**src/rtl/pll_dyn_ctrl_if.sv**
```systemverilog
// Configuration beat bus for pll_dyn_ctrl: valid/ready handshake carrying per-channel
// divider settings. The phase field exists only when PLL_DYN_PHASE_EN is defined.
interface pll_dyn_ctrl_if #(
  parameter int NUM_CH  = 5,
  parameter int RATIO_W = 10,
  parameter int PHASE_W = 13
);
  localparam int CH_W = (NUM_CH > 1) ? $clog2(NUM_CH) : 1;

  logic               cfg_valid;
  logic               cfg_ready;
  logic [CH_W-1:0]    cfg_ch;
  logic [RATIO_W-1:0] cfg_ratio;
  logic [RATIO_W-1:0] cfg_duty;
  logic               cfg_last;
`ifdef PLL_DYN_PHASE_EN
  logic [PHASE_W-1:0] cfg_phase;
`endif

  modport master (
    output cfg_valid, cfg_ch, cfg_ratio, cfg_duty, cfg_last,
`ifdef PLL_DYN_PHASE_EN
    output cfg_phase,
`endif
    input  cfg_ready
  );

  modport slave (
    input  cfg_valid, cfg_ch, cfg_ratio, cfg_duty, cfg_last,
`ifdef PLL_DYN_PHASE_EN
    input  cfg_phase,
`endif
    output cfg_ready
  );
endinterface

```
**src/rtl/pll_dyn_ctrl.sv**
```systemverilog
// Dynamic PLL reconfiguration controller: shadows per-channel settings, applies them
// under PLL reset, then supervises lock with retries. Optional phase fields: PLL_DYN_PHASE_EN.
module pll_dyn_ctrl #(
  parameter int NUM_CH       = 5,
  parameter int RATIO_W      = 10,
  parameter int PHASE_W      = 13,
  parameter int INIT_RATIO   = 8,
  parameter int RST_CYCLES   = 4,
  parameter int LOCK_STABLE  = 8,
  parameter int LOCK_TIMEOUT = 100,
  parameter int MAX_RETRY    = 2
) (
  input  logic                      clk,
  input  logic                      rst,
  pll_dyn_ctrl_if.slave             cfg,
  input  logic                      pll_lock,
  output logic                      pll_rst,
  output logic [NUM_CH*RATIO_W-1:0] dyn_odiv,
  output logic [NUM_CH*RATIO_W-1:0] dyn_duty,
`ifdef PLL_DYN_PHASE_EN
  output logic [NUM_CH*PHASE_W-1:0] dyn_phase,
`endif
  output logic                      clkout0_gate,
  output logic                      locked,
  output logic                      busy,
  output logic                      err
);

  localparam int CNT_MAX  = (LOCK_TIMEOUT > RST_CYCLES) ?
                            ((LOCK_TIMEOUT > LOCK_STABLE) ? LOCK_TIMEOUT : LOCK_STABLE) :
                            ((RST_CYCLES > LOCK_STABLE) ? RST_CYCLES : LOCK_STABLE);
  localparam int CNT_W    = $clog2(CNT_MAX + 1);
  localparam int RET_W    = (MAX_RETRY > 0) ? $clog2(MAX_RETRY + 1) : 1;

  localparam logic [CNT_W-1:0] RST_LAST  = CNT_W'(RST_CYCLES - 1);
  localparam logic [CNT_W-1:0] TO_LAST   = CNT_W'(LOCK_TIMEOUT - 1);
  localparam logic [CNT_W-1:0] STAB_LAST = CNT_W'(LOCK_STABLE - 1);
  localparam logic [RET_W-1:0] RET_MAX   = RET_W'(MAX_RETRY);

  localparam logic [NUM_CH*RATIO_W-1:0] INIT_VEC = {NUM_CH{RATIO_W'(INIT_RATIO)}};

  typedef enum logic [2:0] {
    ASSERT_RST,
    WAIT_LOCK,
    STABLE,
    IDLE,
    ERR
  } state_t;

  typedef struct packed {
    logic pll_rst;
    logic gate;
    logic locked;
    logic busy;
    logic ready;
  } outs_t;

  // Output pattern each state presents; loaded together with the state register.
  function automatic outs_t outs_for(input state_t s);
    case (s)
      ASSERT_RST: outs_for = '{pll_rst: 1'b1, gate: 1'b0, locked: 1'b0, busy: 1'b1, ready: 1'b0};
      IDLE:       outs_for = '{pll_rst: 1'b0, gate: 1'b1, locked: 1'b1, busy: 1'b0, ready: 1'b1};
      ERR:        outs_for = '{pll_rst: 1'b1, gate: 1'b0, locked: 1'b0, busy: 1'b0, ready: 1'b1};
      default:    outs_for = '{pll_rst: 1'b0, gate: 1'b0, locked: 1'b0, busy: 1'b1, ready: 1'b0};
    endcase
  endfunction

  state_t     state;
  outs_t      outs;
  logic [CNT_W-1:0] cnt;
  logic [RET_W-1:0] retry;
  logic       lock_meta;
  logic       lock_s;
  logic [NUM_CH*RATIO_W-1:0] sh_odiv;
  logic [NUM_CH*RATIO_W-1:0] sh_duty;
`ifdef PLL_DYN_PHASE_EN
  logic [NUM_CH*PHASE_W-1:0] sh_phase;
`endif

  logic beat;
  logic ch_ok;
  logic beat_ok;
  logic beat_bad;
  logic relock;

  assign beat     = cfg.cfg_valid && outs.ready;
  assign ch_ok    = int'(cfg.cfg_ch) < NUM_CH;
  assign beat_ok  = beat && ch_ok;
  assign beat_bad = beat && !ch_ok;
  assign relock   = beat_ok && cfg.cfg_last;

  assign cfg.cfg_ready = outs.ready;
  assign pll_rst       = outs.pll_rst;
  assign clkout0_gate  = outs.gate;
  assign locked        = outs.locked;
  assign busy          = outs.busy;

  always_ff @(posedge clk or posedge rst) begin
    if (rst) begin
      lock_meta <= 1'b0;
      lock_s    <= 1'b0;
    end else begin
      lock_meta <= pll_lock;
      lock_s    <= lock_meta;
    end
  end

  // Sequencer; shadows are written by accepted beats but reach dyn_* only in ASSERT_RST.
  always_ff @(posedge clk or posedge rst) begin
    if (rst) begin
      state    <= ASSERT_RST;
      outs     <= outs_for(ASSERT_RST);
      cnt      <= '0;
      retry    <= '0;
      err      <= 1'b0;
      sh_odiv  <= INIT_VEC;
      sh_duty  <= INIT_VEC;
      dyn_odiv <= INIT_VEC;
      dyn_duty <= INIT_VEC;
`ifdef PLL_DYN_PHASE_EN
      sh_phase  <= '0;
      dyn_phase <= '0;
`endif
    end else begin
      if (beat_ok) begin
        sh_odiv[int'(cfg.cfg_ch)*RATIO_W +: RATIO_W] <= cfg.cfg_ratio;
        sh_duty[int'(cfg.cfg_ch)*RATIO_W +: RATIO_W] <= cfg.cfg_duty;
`ifdef PLL_DYN_PHASE_EN
        sh_phase[int'(cfg.cfg_ch)*PHASE_W +: PHASE_W] <= cfg.cfg_phase;
`endif
      end
      if (beat_bad) err <= 1'b1;

      case (state)
        ASSERT_RST: begin
          if (cnt == '0) begin
            dyn_odiv <= sh_odiv;
            dyn_duty <= sh_duty;
`ifdef PLL_DYN_PHASE_EN
            dyn_phase <= sh_phase;
`endif
          end
          if (cnt >= RST_LAST) begin
            state <= WAIT_LOCK;
            outs  <= outs_for(WAIT_LOCK);
            cnt   <= '0;
          end else begin
            cnt <= cnt + 1'b1;
          end
        end

        // The cycle that first sees lock_s counts as the first stable cycle.
        WAIT_LOCK: begin
          if (lock_s) begin
            state <= STABLE;
            outs  <= outs_for(STABLE);
            cnt   <= CNT_W'(1);
          end else if (cnt >= TO_LAST) begin
            cnt <= '0;
            if (retry < RET_MAX) begin
              retry <= retry + 1'b1;
              state <= ASSERT_RST;
              outs  <= outs_for(ASSERT_RST);
            end else begin
              state <= ERR;
              outs  <= outs_for(ERR);
              err   <= 1'b1;
            end
          end else begin
            cnt <= cnt + 1'b1;
          end
        end

        STABLE: begin
          if (!lock_s) begin
            state <= WAIT_LOCK;
            outs  <= outs_for(WAIT_LOCK);
            cnt   <= '0;
          end else if (cnt >= STAB_LAST) begin
            state <= IDLE;
            outs  <= outs_for(IDLE);
            cnt   <= '0;
          end else begin
            cnt <= cnt + 1'b1;
          end
        end

        IDLE: begin
          if (relock) begin
            state <= ASSERT_RST;
            outs  <= outs_for(ASSERT_RST);
            cnt   <= '0;
            retry <= '0;
            err   <= 1'b0;
          end else if (!lock_s) begin
            state <= WAIT_LOCK;
            outs  <= outs_for(WAIT_LOCK);
            cnt   <= '0;
            retry <= '0;
          end
        end

        ERR: begin
          if (relock) begin
            state <= ASSERT_RST;
            outs  <= outs_for(ASSERT_RST);
            cnt   <= '0;
            retry <= '0;
            err   <= 1'b0;
          end
        end

        default: begin
          state <= ASSERT_RST;
          outs  <= outs_for(ASSERT_RST);
          cnt   <= '0;
          retry <= '0;
        end
      endcase
    end
  end

endmodule

```
**src/flat_wrapper.sv**
```systemverilog
// flat-port wrapper written by rule: the top's interface ports become plain ports
module pll_dyn_ctrl_flat 
#(
  parameter int NUM_CH       = 5,
  parameter int RATIO_W      = 10,
  parameter int PHASE_W      = 13,
  parameter int INIT_RATIO   = 8,
  parameter int RST_CYCLES   = 4,
  parameter int LOCK_STABLE  = 8,
  parameter int LOCK_TIMEOUT = 100,
  parameter int MAX_RETRY    = 2
)
  (clk, rst, pll_lock, pll_rst, dyn_odiv, dyn_duty, clkout0_gate, locked, busy, err, cfg_cfg_valid, cfg_cfg_ch, cfg_cfg_ratio, cfg_cfg_duty, cfg_cfg_last, cfg_cfg_ready);
  pll_dyn_ctrl_if #(.NUM_CH(NUM_CH), .RATIO_W(RATIO_W), .PHASE_W(PHASE_W)) cfg_i ();
  input  logic clk;
  input  logic rst;
  input  logic pll_lock;
  output logic pll_rst;
  output logic [NUM_CH*RATIO_W-1:0] dyn_odiv;
  output logic [NUM_CH*RATIO_W-1:0] dyn_duty;
  output logic clkout0_gate;
  output logic locked;
  output logic busy;
  output logic err;
  input wire logic [$bits(cfg_i.cfg_valid)-1:0] cfg_cfg_valid;
  input wire logic [$bits(cfg_i.cfg_ch)-1:0] cfg_cfg_ch;
  input wire logic [$bits(cfg_i.cfg_ratio)-1:0] cfg_cfg_ratio;
  input wire logic [$bits(cfg_i.cfg_duty)-1:0] cfg_cfg_duty;
  input wire logic [$bits(cfg_i.cfg_last)-1:0] cfg_cfg_last;
  output wire logic [$bits(cfg_i.cfg_ready)-1:0] cfg_cfg_ready;
  assign cfg_i.cfg_valid = cfg_cfg_valid;
  assign cfg_i.cfg_ch = cfg_cfg_ch;
  assign cfg_i.cfg_ratio = cfg_cfg_ratio;
  assign cfg_i.cfg_duty = cfg_cfg_duty;
  assign cfg_i.cfg_last = cfg_cfg_last;
  assign cfg_cfg_ready = cfg_i.cfg_ready;
  pll_dyn_ctrl #(.NUM_CH(NUM_CH), .RATIO_W(RATIO_W), .PHASE_W(PHASE_W), .INIT_RATIO(INIT_RATIO), .RST_CYCLES(RST_CYCLES), .LOCK_STABLE(LOCK_STABLE), .LOCK_TIMEOUT(LOCK_TIMEOUT), .MAX_RETRY(MAX_RETRY)) u_core (.clk(clk), .rst(rst), .cfg(cfg_i), .pll_lock(pll_lock), .pll_rst(pll_rst), .dyn_odiv(dyn_odiv), .dyn_duty(dyn_duty), .clkout0_gate(clkout0_gate), .locked(locked), .busy(busy), .err(err));
endmodule
```
**config.mk**
```make
export PLATFORM = sky130hd
export DESIGN_NAME = pll_dyn_ctrl_flat
export DESIGN_NICKNAME = d
export VERILOG_FILES = /design/src/rtl/pll_dyn_ctrl_if.sv /design/src/rtl/pll_dyn_ctrl.sv /design/src/flat_wrapper.sv
export SDC_FILE = /design/constraint.sdc
export NUM_CORES = 1
export LEC_CHECK = 0
export CORE_MARGIN = 3
export CORE_UTILIZATION = 52
export CTS_BUF_LIST = sky130_fd_sc_hd__clkbuf_2 sky130_fd_sc_hd__clkbuf_4 sky130_fd_sc_hd__clkbuf_8
export CTS_CLUSTER_SIZE = 24
export DETAILED_ROUTE_END_ITERATION = 16
export PLACE_DENSITY_LB_ADDON = 0.05
export SLEW_MARGIN = 10
export SYNTH_ARGS = -nofsm -noshare
export SYNTH_HDL_FRONTEND = slang
export SYNTH_SLANG_ARGS = --single-unit
```
**constraint.sdc**
```tcl
create_clock -name clk -period 6.8 [get_ports clk]
set_input_delay 0.68 -clock clk [delete_from_list [all_inputs] [get_ports clk]]
set_output_delay 0.68 -clock clk [all_outputs]
set_load 0.1 [all_outputs]
```
==> results of run 1 <==
-- critical path: stages --
cell and delay [ns]:
clkdlybuf4s50_1 0.78, ha_1 0.26, inv_1 0.05, ha_1 0.68, nor4_1 0.12, ha_1 0.52, nand3_2 0.33, a21oi_1 0.36
and2_0 0.37, mux2_2 0.38
-- power by group through the flow --
stage                     registers (W)  logic, W  clock network, W
after floorplan                 0.00286  0.000715                 0
after global placement          0.00178   0.00233                 0
after detailed placement        0.00178   0.00234                 0
after CTS                       0.00176   0.00235           0.00133
after global routing            0.00180   0.00244           0.00138
final                           0.00176   0.00234           0.00129
-- registers in the layout, summed over array words and instances, names as in the netlist --
register / cells
u_core.dyn_odiv: 50
u_core.state: 3
u_core.lock_meta: 1
u_core.busy: 1
u_core.sh_odiv: 50
u_core.locked: 1
u_core.lock_s: 1
u_core.retry: 2
u_core.pll_rst: 1
u_core.cnt: 7
u_core.cfg.cfg_ready: 1
u_core.err: 1
u_core.sh_duty: 50
u_core.dyn_duty: 50
-- logic make-up (layout without fill, tap and decap cells) --
| kind of cell | count (synthesis) | after routing | share of synthesized area (%) |
|---|---|---|---|
| mux | 218 | 218 | 22.88 |
| fa+ha+maj | 8 | 8 | 0.9390 |
| flops | 219 | 219 | 51.67 |
| xor+xnor | 7 | 7 | 0.5751 |
| simple gates | 194 | 194 | 9.319 |
| buf+inv | 76 | 231 | 3.286 |
| compound gates | 176 | 176 | 11.34 |
-- per-layer routing --
layer  track usage, %  vias up
li1                 -     3528
met1            35.98     3807
met2            36.59      300
met3            4.345       51
met4            6.819        0
met5                0        -
-- layout by cell type (no fill, tap or decap), types with 7 or more instances in the layout --
| master | Yosys | routed |
|---|---|---|
| nor2_1 | 47 | 47 |
| ha_1 | 8 | 8 |
| clkbuf_4 | 0 | 11 |
| mux2_2 | 199 | 199 |
| a21oi_1 | 32 | 31 |
| dfrtp_1 | 197 | 197 |
| clkdlybuf4s50_1 | 0 | 132 |
| o22ai_1 | 32 | 32 |
| o21ai_0 | 38 | 38 |
| nor2b_1 | 8 | 8 |
| nand2b_1 | 7 | 7 |
| a22oi_1 | 7 | 7 |
| nand3_1 | 18 | 17 |
| nor3_1 | 15 | 15 |
| a22o_1 | 7 | 7 |
| clkbuf_8 | 0 | 50 |
| dfstp_2 | 22 | 22 |
| o21a_1 | 7 | 7 |
| inv_1 | 21 | 20 |
| buf_4 | 7 | 11 |
| mux2i_1 | 13 | 13 |
| nand2_1 | 55 | 55 |
-- final cells by class --
class	instances	area [um^2]
clock buffer	61	770.7
clock inverter	3	71.32
fill	1560	6749
inverter	22	90.09
multi-input combinational	603	4832
sequential	219	5508
tap	265	331.6
timing repair buffer	145	1429
-- final timing paths --
check / startpoint / to / slack, ns / cells after the start
setup / recovery: cfg_cfg_ch[1] / u_core.sh_odiv[42] / 2.66 / 10
hold / removal: u_core.lock_meta / u_core.lock_s / 0.35 / 0
setup reg to reg: u_core.cnt[3] / u_core.dyn_duty[46] / 4.09 / 4
hold reg to reg: u_core.lock_meta / u_core.lock_s / 0.35 / 0
max in group asynchronous: rst / u_core.sh_duty[30] / 4.80 / 3
min in group asynchronous: rst / u_core.dyn_duty[1] / 0.66 / 2
-- stage by stage --
stage / cells / utilization, % / area [um^2]
after global placement: 1254 / 61.61 / 12190
after detailed placement: 1254 / 61.61 / 12190
final: 1318 / 65.88 / 13030
after floorplan: 898 / - / 10660
after global routing: 1318 / 65.88 / 13030
after CTS: 1318 / 65.86 / 13030
==> out/metrics.cfg, run 1 <==
[floorplanning]
dieHeight_um=149.2
die_w_um=149.2
fp.dieArea_um2=22250
start_util_pct=53.89
core_region_area_um2=19780
io_pins=134
rows=51

[clock_network]
cts.clk_slew.worst_paths_ns=0.06
clock_sinks=219
clock_latency_ns=0.51
ctsRootBufferMaster=clkbuf_8
clockBufferDepth=3
hold_buffers=0
clock_tree.htree_level_count=2
cts.repair.resized=0
post_cts.repair.setup_buffers=0
cts_tree=done
cts_made_buffers=36

[routing]
viasPerCell=5.832
met2WireLength_mm=11.95
drtIter0Drc=556
vias=7686
ant_nets=0
dr_wl_met3_mm=1.715
finalWirelength_mm=26.58
met1_length_mm=12.37
drcViolationCount=0
first_pass_iters=5
wl_per_cell_um=20.17
top_layer_used=met4

[critical_path]
worstPathRequired_ns=7.20
worstPathArrival_ns=4.54
worstSetupPathType=in2reg
cp-end-kind=flop
path_max_fanout=16
startpoint_type=input pin

[logic_synthesis]
ys_types=76
yosys.area.top_type=dfrtp_1
synthTopCellsByCount=mux2_2 (199), dfrtp_1 (197), nand2_1 (55)
synthArstFlopShare_pct=100.0
syn_avg_cell_area_um2=11.87
synth-edff-count=0
yosys_warnings=0
synthesis.area_um2=10660
synth_top_area_share_pct=46.24
synth-seq-cells=219
synth.net_count=934
synth_area_leaders=dfrtp_1 (46%), mux2_2 (21%), dfstp_2 (5.4%)
syn_inst=898
synth.most_common_cell=mux2_2
ys_seq_area_share_pct=51.67
synth_flop_cell=dfrtp_1

[run_status]
status=complete, no violations

[pwr]
peakVddDrop_mv=0.4610
power-per-cell-area_nw_per_um2=413.6
p_sw_share_pct=43.66
power.leakage_nw=5.965
switchingPower_w=0.002353
p_comb_share_pct=43.4
p_int_w=0.003037
p_clk_share_pct=23.9
seqPwrFrac_pct=32.7
total_power_w=0.005390

[grt]
antenna_found_initial=0
grt_pass1_wl_mm=42.61
first_global_vias=7720
grt_overflow=0
grt_start_max_net_pins=82
grt_util_all_layers_pct=24.16

[timing]
rsz0062_at_grt=no
hold_violations=0
setup_ws_ns=2.657
fmax_mhz=241.4
fin_crit_sh_pct=60.92
setup_viol=0
drv_slew=0
fin_skew_ns=0.01545
fin_tns_setup_ns=0
period_minus_slack_ns=4.143
slew_headroom_pct=33.44
tightest_slew_ns=0.9953
holdWs_ns=0.3478

[cells_and_area]
syn_to_final_growth_pct=22.25
final_layout_size_suffix_gt1_share_pct=31.53
num_antenna_cells=0
nets=1063

[job]
max-cap-violations=0

[place]
place_hpwl_mm=18.83
gp_congestion=1.010
place_ws_ns=1.910
io_buffers=133

[worst_hold_path]
hold_path_class=reg2reg

Power figures use the tool's default switching activity.
==> run 2: changes to the inputs <==
- CORE_UTILIZATION: 52 -> 58
- clock period: 6.8 -> 4.08 ns (I/O delays scaled with it)
==> run 2 against run 1 <==
Against the previous run:
- via count rose by 0.39%
- critical path depth rose by 2
- utilization rose by 7.9 points
- global-route usage rose by 2.0 points
- combinational power rose by 69%
- setup slack got worse by 1.9 ns
- die area fell by 9.9%
- wire length fell by 2.8%
- clock skew fell by 0.0024 ns
- sequential share of layout area barely moved
- register-to-register slack got worse by 2.5 ns
- critical endpoint is now u_core.sh_odiv[12]
- largest power group unchanged
- highest routed layer unchanged
==> out/metrics.cfg, run 2 (synthesis results as in run 1) <==
[run_status]
status=complete, no violations

[worst_hold_path]
min_from=pll_lock
hold_path_class=in2reg
holdPathEnd=u_core.lock_meta
whs_path_depth=1  ; +1

[cells_and_area]
num_antenna_cells=0  ; unchanged
nets=1077  ; +1.3%
layout_commonest_cell=mux2_2
layout.cells.non_filler=1293  ; -1.9%
mostFrequentLayoutCells=mux2_2 (199), dfrtp_1 (197), clkdlybuf4s50_1 (132)
final_layout_size_suffix_gt1_share_pct=32.40  ; +0.87 points
fillCellCount=1252  ; -20%
syn_to_final_growth_pct=22.24  ; about the same

[floorplanning]
dieHeight_um=141.6  ; -5.1%
rows=48  ; -5.9%
core_region_area_um2=17660  ; -11%
fp.dieArea_um2=20040  ; -9.9%
io_pins=134  ; unchanged
start_util_pct=60.37  ; +6.5 points
die_w_um=141.6  ; -5.1%

[routing]
ant_nets=0  ; unchanged
drtIter0Drc=621  ; +12%
viasPerCell=5.968  ; +2.3%
wl_per_cell_um=19.98  ; -0.91%
first_pass_iters=5  ; unchanged
drcViolationCount=0  ; unchanged
vias=7716  ; +0.39%
finalWirelength_mm=25.84  ; -2.8%

[critical_path]
rr_startpoint=u_core.cnt[3]
worstSetupPathType=in2reg
cp-end-kind=flop
reg2reg_depth=4  ; unchanged
reg2reg_to=u_core.dyn_duty[46]
startpoint_type=input pin
worstPathRequired_ns=4.48  ; -2.72 ns
ff2ff_setup_slack_ns=1.60  ; -2.49 ns
worstPathArrival_ns=3.76  ; -0.78 ns
path_max_fanout=14  ; -2

[pwr]
switchingPower_w=0.003931  ; +67%
total_power_w=0.008842  ; +64%
p_int_w=0.004912  ; +62%
power.leakage_nw=6.008  ; +0.71%
seqPwrFrac_pct=33.3  ; +0.6 points
p_comb_share_pct=44.6  ; +1.2 points
peakVddDrop_mv=0.7478  ; +62%
p_clk_share_pct=22.1  ; -1.8 points
p_sw_share_pct=44.45  ; +0.80 points
power-per-cell-area_nw_per_um2=678.6  ; +64%

[timing]
setup_viol=0  ; unchanged
fin_tns_setup_ns=0  ; unchanged
hold_violations=0  ; unchanged
fin_crit_sh_pct=82.34
drv_slew=0  ; unchanged
period_minus_slack_ns=3.360
fin_skew_ns=0.01305  ; -0.002399 ns
fmax_mhz=297.7
tightest_slew_ns=1.032  ; +0.03635 ns
slew_headroom_pct=31.01  ; -2.4 points
rsz0062_at_grt=no

[grt]
grt_pass1_wl_mm=41.97  ; -1.5%
grt_util_all_layers_pct=26.16  ; +2.0 points
met1_usage_pct=38.62  ; +2.6 points
grt.busiest_layer=met2
grtUsageMet2_pct=38.99  ; +2.4 points
grt_start_max_net_pins=101  ; +23%
grt_overflow=0  ; unchanged
antenna_found_initial=0  ; unchanged
first_global_vias=7773  ; +0.69%
gr-usage-met3_pct=5.494  ; +1.1 points

[clock_network]
post_cts.repair.setup_buffers=0  ; unchanged
clockBufferDepth=3  ; unchanged
cts.repair.resized=0  ; unchanged
cts.clk_slew.worst_paths_ns=0.06  ; about the same
cts_made_buffers=36  ; unchanged
clock_tree.htree_level_count=2  ; unchanged
ctsRootBufferMaster=clkbuf_8
hold_buffers=0  ; unchanged
cts_tree=done
clock_sinks=219  ; unchanged
clock_latency_ns=0.51  ; about the same

[place]
place_hpwl_mm=18.35  ; -2.6%
post-place-cells=1228  ; -2.1%
io_buffers=133  ; unchanged
gp_congestion=0.9992  ; -1.0%

[job]
max-cap-violations=0  ; unchanged

[run 2: metrics by stage]
stage | utilization [%] | hold WS [ns] | worst slack (ns) | cell area (um^2)
finish | 73.80 | 0.3343 | 0.7204 | 13030
global route | 73.80 | 0.3262 | 0.6279 | 13030
CTS | 73.80 | 0.3083 | 0.7914 | 13030
global placement | 69.52 | 0.3330 | 0.3591 | 12280
detailed placement | 69.52 | 0.3405 | 0.2382 | 12280
floorplan | - | 0.3312 | 0.7387 | 10660
[run 2: final cells by class]
cell class                      count  area [um^2]  share of cell area [%]
Inverter                           22        86.33                  0.6625
Timing Repair Buffer              159         1572                   12.06
Tap cell                          225        281.5                   2.160
Clock inverter                      3        21.27                  0.1632
Clock buffer                       62        734.5                   5.636
Multi-Input combinational cell    603         4828                   37.05
Sequential cell                   219         5508                   42.27
[run 2: worst max path at each step]
stage / slack (ns) / depth (start not counted) / to / startpoint
final: 0.72 / 12 / u_core.sh_odiv[12] / cfg_cfg_ch[2]
after global routing: 0.63 / 12 / u_core.sh_duty[12] / cfg_cfg_ch[2]
after CTS: 0.79 / 12 / u_core.sh_duty[12] / cfg_cfg_ch[2]
after detailed placement: 0.24 / 12 / u_core.sh_duty[12] / cfg_cfg_ch[2]
after global placement: 0.36 / 12 / u_core.sh_duty[12] / cfg_cfg_ch[2]
after floorplan: 0.74 / 12 / u_core.sh_duty[0] / cfg_cfg_ch[0]
[run 2: worst max-delay path, cell delays in order]
cell             delay [ns]
clkdlybuf4s50_1        0.61
ha_1                   0.21
ha_1                   0.17
inv_1                  0.05
ha_1                   0.32
nor4_1                 0.07
ha_1                   0.27
a211oi_2               0.26
nand3_2                0.30
a211o_1                0.45
nor2b_2                0.27
mux2_2                 0.37
[run 2: metal layers]
layer	part of all wire (%)	up-vias
met2	44	298
met4	2.4	0
li1	-	3580
met3	6.8	52
met5	0	-
met1	46	3786
[run 2: power groups by stage]
stage / Clock, W / Sequential [W] / Combinational (W)
floorplan: 0 / 0.00477 / 0.00119
global placement: 0 / 0.00297 / 0.00391
CTS: 0.00201 / 0.00295 / 0.00396
global route: 0.00212 / 0.00300 / 0.00413
finish: 0.00195 / 0.00294 / 0.00395
detailed placement: 0 / 0.00298 / 0.00394
==> run 3: changes to the inputs <==
- CORE_UTILIZATION: 58 -> 52
- clock period: 4.08 -> 2.95 ns (I/O delays scaled with it)
==> run 3 against run 2 <==
Against the previous run:
- final area is 4.7% higher
- combinational power is 40% higher
- clock power is 44% higher
- non-clock buffer count is 101 higher
- die area is 11% higher
- setup slack worse by 0.53 ns
- first-iteration DRC count is 26% lower
- global-route usage is 0.46 points lower
- cell count is 11% higher
- sequential power is 38% higher
- critical path type unchanged
- largest power group unchanged
- highest routed layer unchanged
==> out/metrics.cfg, run 3 (synthesis results as in run 1) <==
[routing]
drcViolationCount=0  ; unchanged
first_pass_iters=5  ; unchanged
wl_per_cell_um=19.68  ; -1.5%
viasPerCell=5.699  ; -4.5%
finalWirelength_mm=28.22  ; +9.2%
ant_nets=0  ; unchanged
vias=8173  ; +5.9%
drtIter0Drc=460  ; -26%

[grt]
grt_util_all_layers_pct=25.70  ; -0.46 points
grt_pass1_wl_mm=45.18  ; +7.7%
gr-usage-met3_pct=5.226  ; -0.27 points
grtUsageMet2_pct=38.04  ; -0.95 points
grt_overflow=0  ; unchanged
antenna_found_initial=0  ; unchanged
first_global_vias=8180  ; +5.2%
met1_usage_pct=38.74  ; +0.12 points
grt.busiest_layer=met1
grt_start_max_net_pins=103  ; +2.0%

[critical_path]
cp_slowest_cell=clkdlybuf4s50_1
critical_path_buf_inv_count=2  ; unchanged
slowest_delay_ns=0.48  ; -0.13 ns
worstSetupPathType=in2reg
worstPathRequired_ns=3.36  ; -1.12 ns
worstPathArrival_ns=3.16  ; -0.60 ns
startpoint_type=input pin
cp_top_family=adder cells
crit_chain=clkdlybuf4s50_1 -> ha_1 -> ha_1 -> inv_1 -> ha_4 -> nor4_2 -> ha_1 -> a211oi_2 -> nand3_2 -> a21oi_1 -> and2_0 -> mux2_2
cp-end-kind=flop
path_max_fanout=5  ; -9
crit_top_cell=ha_1

[clock_network]
clockBufferDepth=3  ; unchanged
hold_buffers=0  ; unchanged
post_cts.repair.setup_buffers=0  ; unchanged
cts_made_buffers=36  ; unchanged
clock_latency_ns=0.53  ; +0.02 ns
cts_tree=done
clock_sinks=219  ; unchanged
cts.clk_slew.worst_paths_ns=0.07  ; about the same
ctsRootBufferMaster=clkbuf_8
cts.repair.resized=0  ; unchanged
clock_tree.htree_level_count=2  ; unchanged

[floorplanning]
rows=51  ; +6.3%
core_region_area_um2=19780  ; +12%
die_w_um=149.2  ; +5.4%
io_pins=134  ; unchanged
start_util_pct=53.89  ; -6.5 points
dieHeight_um=149.2  ; +5.4%
fp.dieArea_um2=22250  ; +11%

[timing]
fmax_mhz=362.8
hold_violations=0  ; unchanged
fin_skew_ns=0.01641  ; +0.003362 ns
period_minus_slack_ns=2.756
setup_viol=0  ; unchanged
fin_crit_sh_pct=93.43
tightest_slew_ns=0.7739  ; -0.2577 ns
drv_slew=0  ; unchanged
slew_headroom_pct=47.86  ; +17 points
rsz0062_at_grt=no
setup_ws_ns=0.1939  ; -0.5265 ns

[cells_and_area]
layout_commonest_cell=buf_4
syn_to_final_growth_pct=27.97
num_antenna_cells=0  ; unchanged
final_layout_size_suffix_gt1_share_pct=47.56  ; +15 points
mostFrequentLayoutCells=buf_4 (227), mux2_2 (199), dfrtp_1 (197)
nets=1178  ; +9.4%
fillCellCount=1554  ; +24%

[pwr]
total_power_w=0.01240  ; +40%
peakVddDrop_mv=1.048  ; +40%
power.leakage_nw=6.721  ; +12%
power-per-cell-area_nw_per_um2=908.8  ; +34%

[run_status]
status=complete, no violations

[place]
place_ws_ns=-0.3267  ; -0.5649 ns
io_buffers=133  ; unchanged
place_hpwl_mm=21.01  ; +15%
gp_congestion=1.052  ; +5.3%

[worst_hold_path]
hold_path_class=in2async

[job]
max-cap-violations=0  ; unchanged

-- run 3: per-stage QoR --
step / instances / TNS, ns / utilization [%] / hold slack (ns) / cell area [um^2]
final: 1434 / 0 / 68.96 / 0.1648 / 13640
after global routing: 1434 / 0 / 68.96 / 0.1802 / 13640
after CTS: 1434 / 0 / 68.96 / 0.1484 / 13640
after detailed placement: 1369 / -20.84 / 65.04 / 0.3347 / 12870
after global placement: 1369 / -15.90 / 65.04 / 0.3332 / 12870
after floorplan: 898 / -35.68 / - / 0.3264 / 10720
-- run 3: layout make-up --
cell class                 instances  area, um^2  share of cell area (%)
clock buffer                      55       669.4                   4.907
sequential                       219        5508                   40.37
clock inverter                    10       106.4                  0.7796
multi-input combinational        603        4851                   35.56
inverter                          22       86.33                  0.6329
timing repair buffer             260        2090                   15.32
tap                              265       331.6                   2.431
-- run 3: where the power goes --
| part | switching (W) | internal [W] | leakage, nW |
|---|---|---|---|
| Sequential | 0.000381 | 0.00368 | 2.93 |
| Clock | 0.00118 | 0.00163 | 0.416 |
| Combinational | 0.00396 | 0.00156 | 3.38 |
| Total | 0.00553 | 0.00687 | 6.72 |
-- run 3: routing by layer --
layer	vias up	routed length [um]
li1	3773	-
met1	4020	13000
met2	324	12440
met3	56	2037
met4	0	736
met5	-	0
-- run 3: final timing paths --
check | from | to | slack (ns) | cells after the start
min in group clk | pll_lock | u_core.lock_meta | 0.22 | 1
max in group asynchronous | rst | u_core.dyn_odiv[13] | 1.99 | 3
worst min-delay path | rst | u_core.sh_duty[7] | 0.16 | 2
worst max-delay path | cfg_cfg_ch[2] | u_core.sh_odiv[42] | 0.19 | 12
worst max register to register | u_core.cnt[0] | u_core.state[0] | 0.61 | 7
worst min register to register | u_core.lock_meta | u_core.lock_s | 0.35 | 0
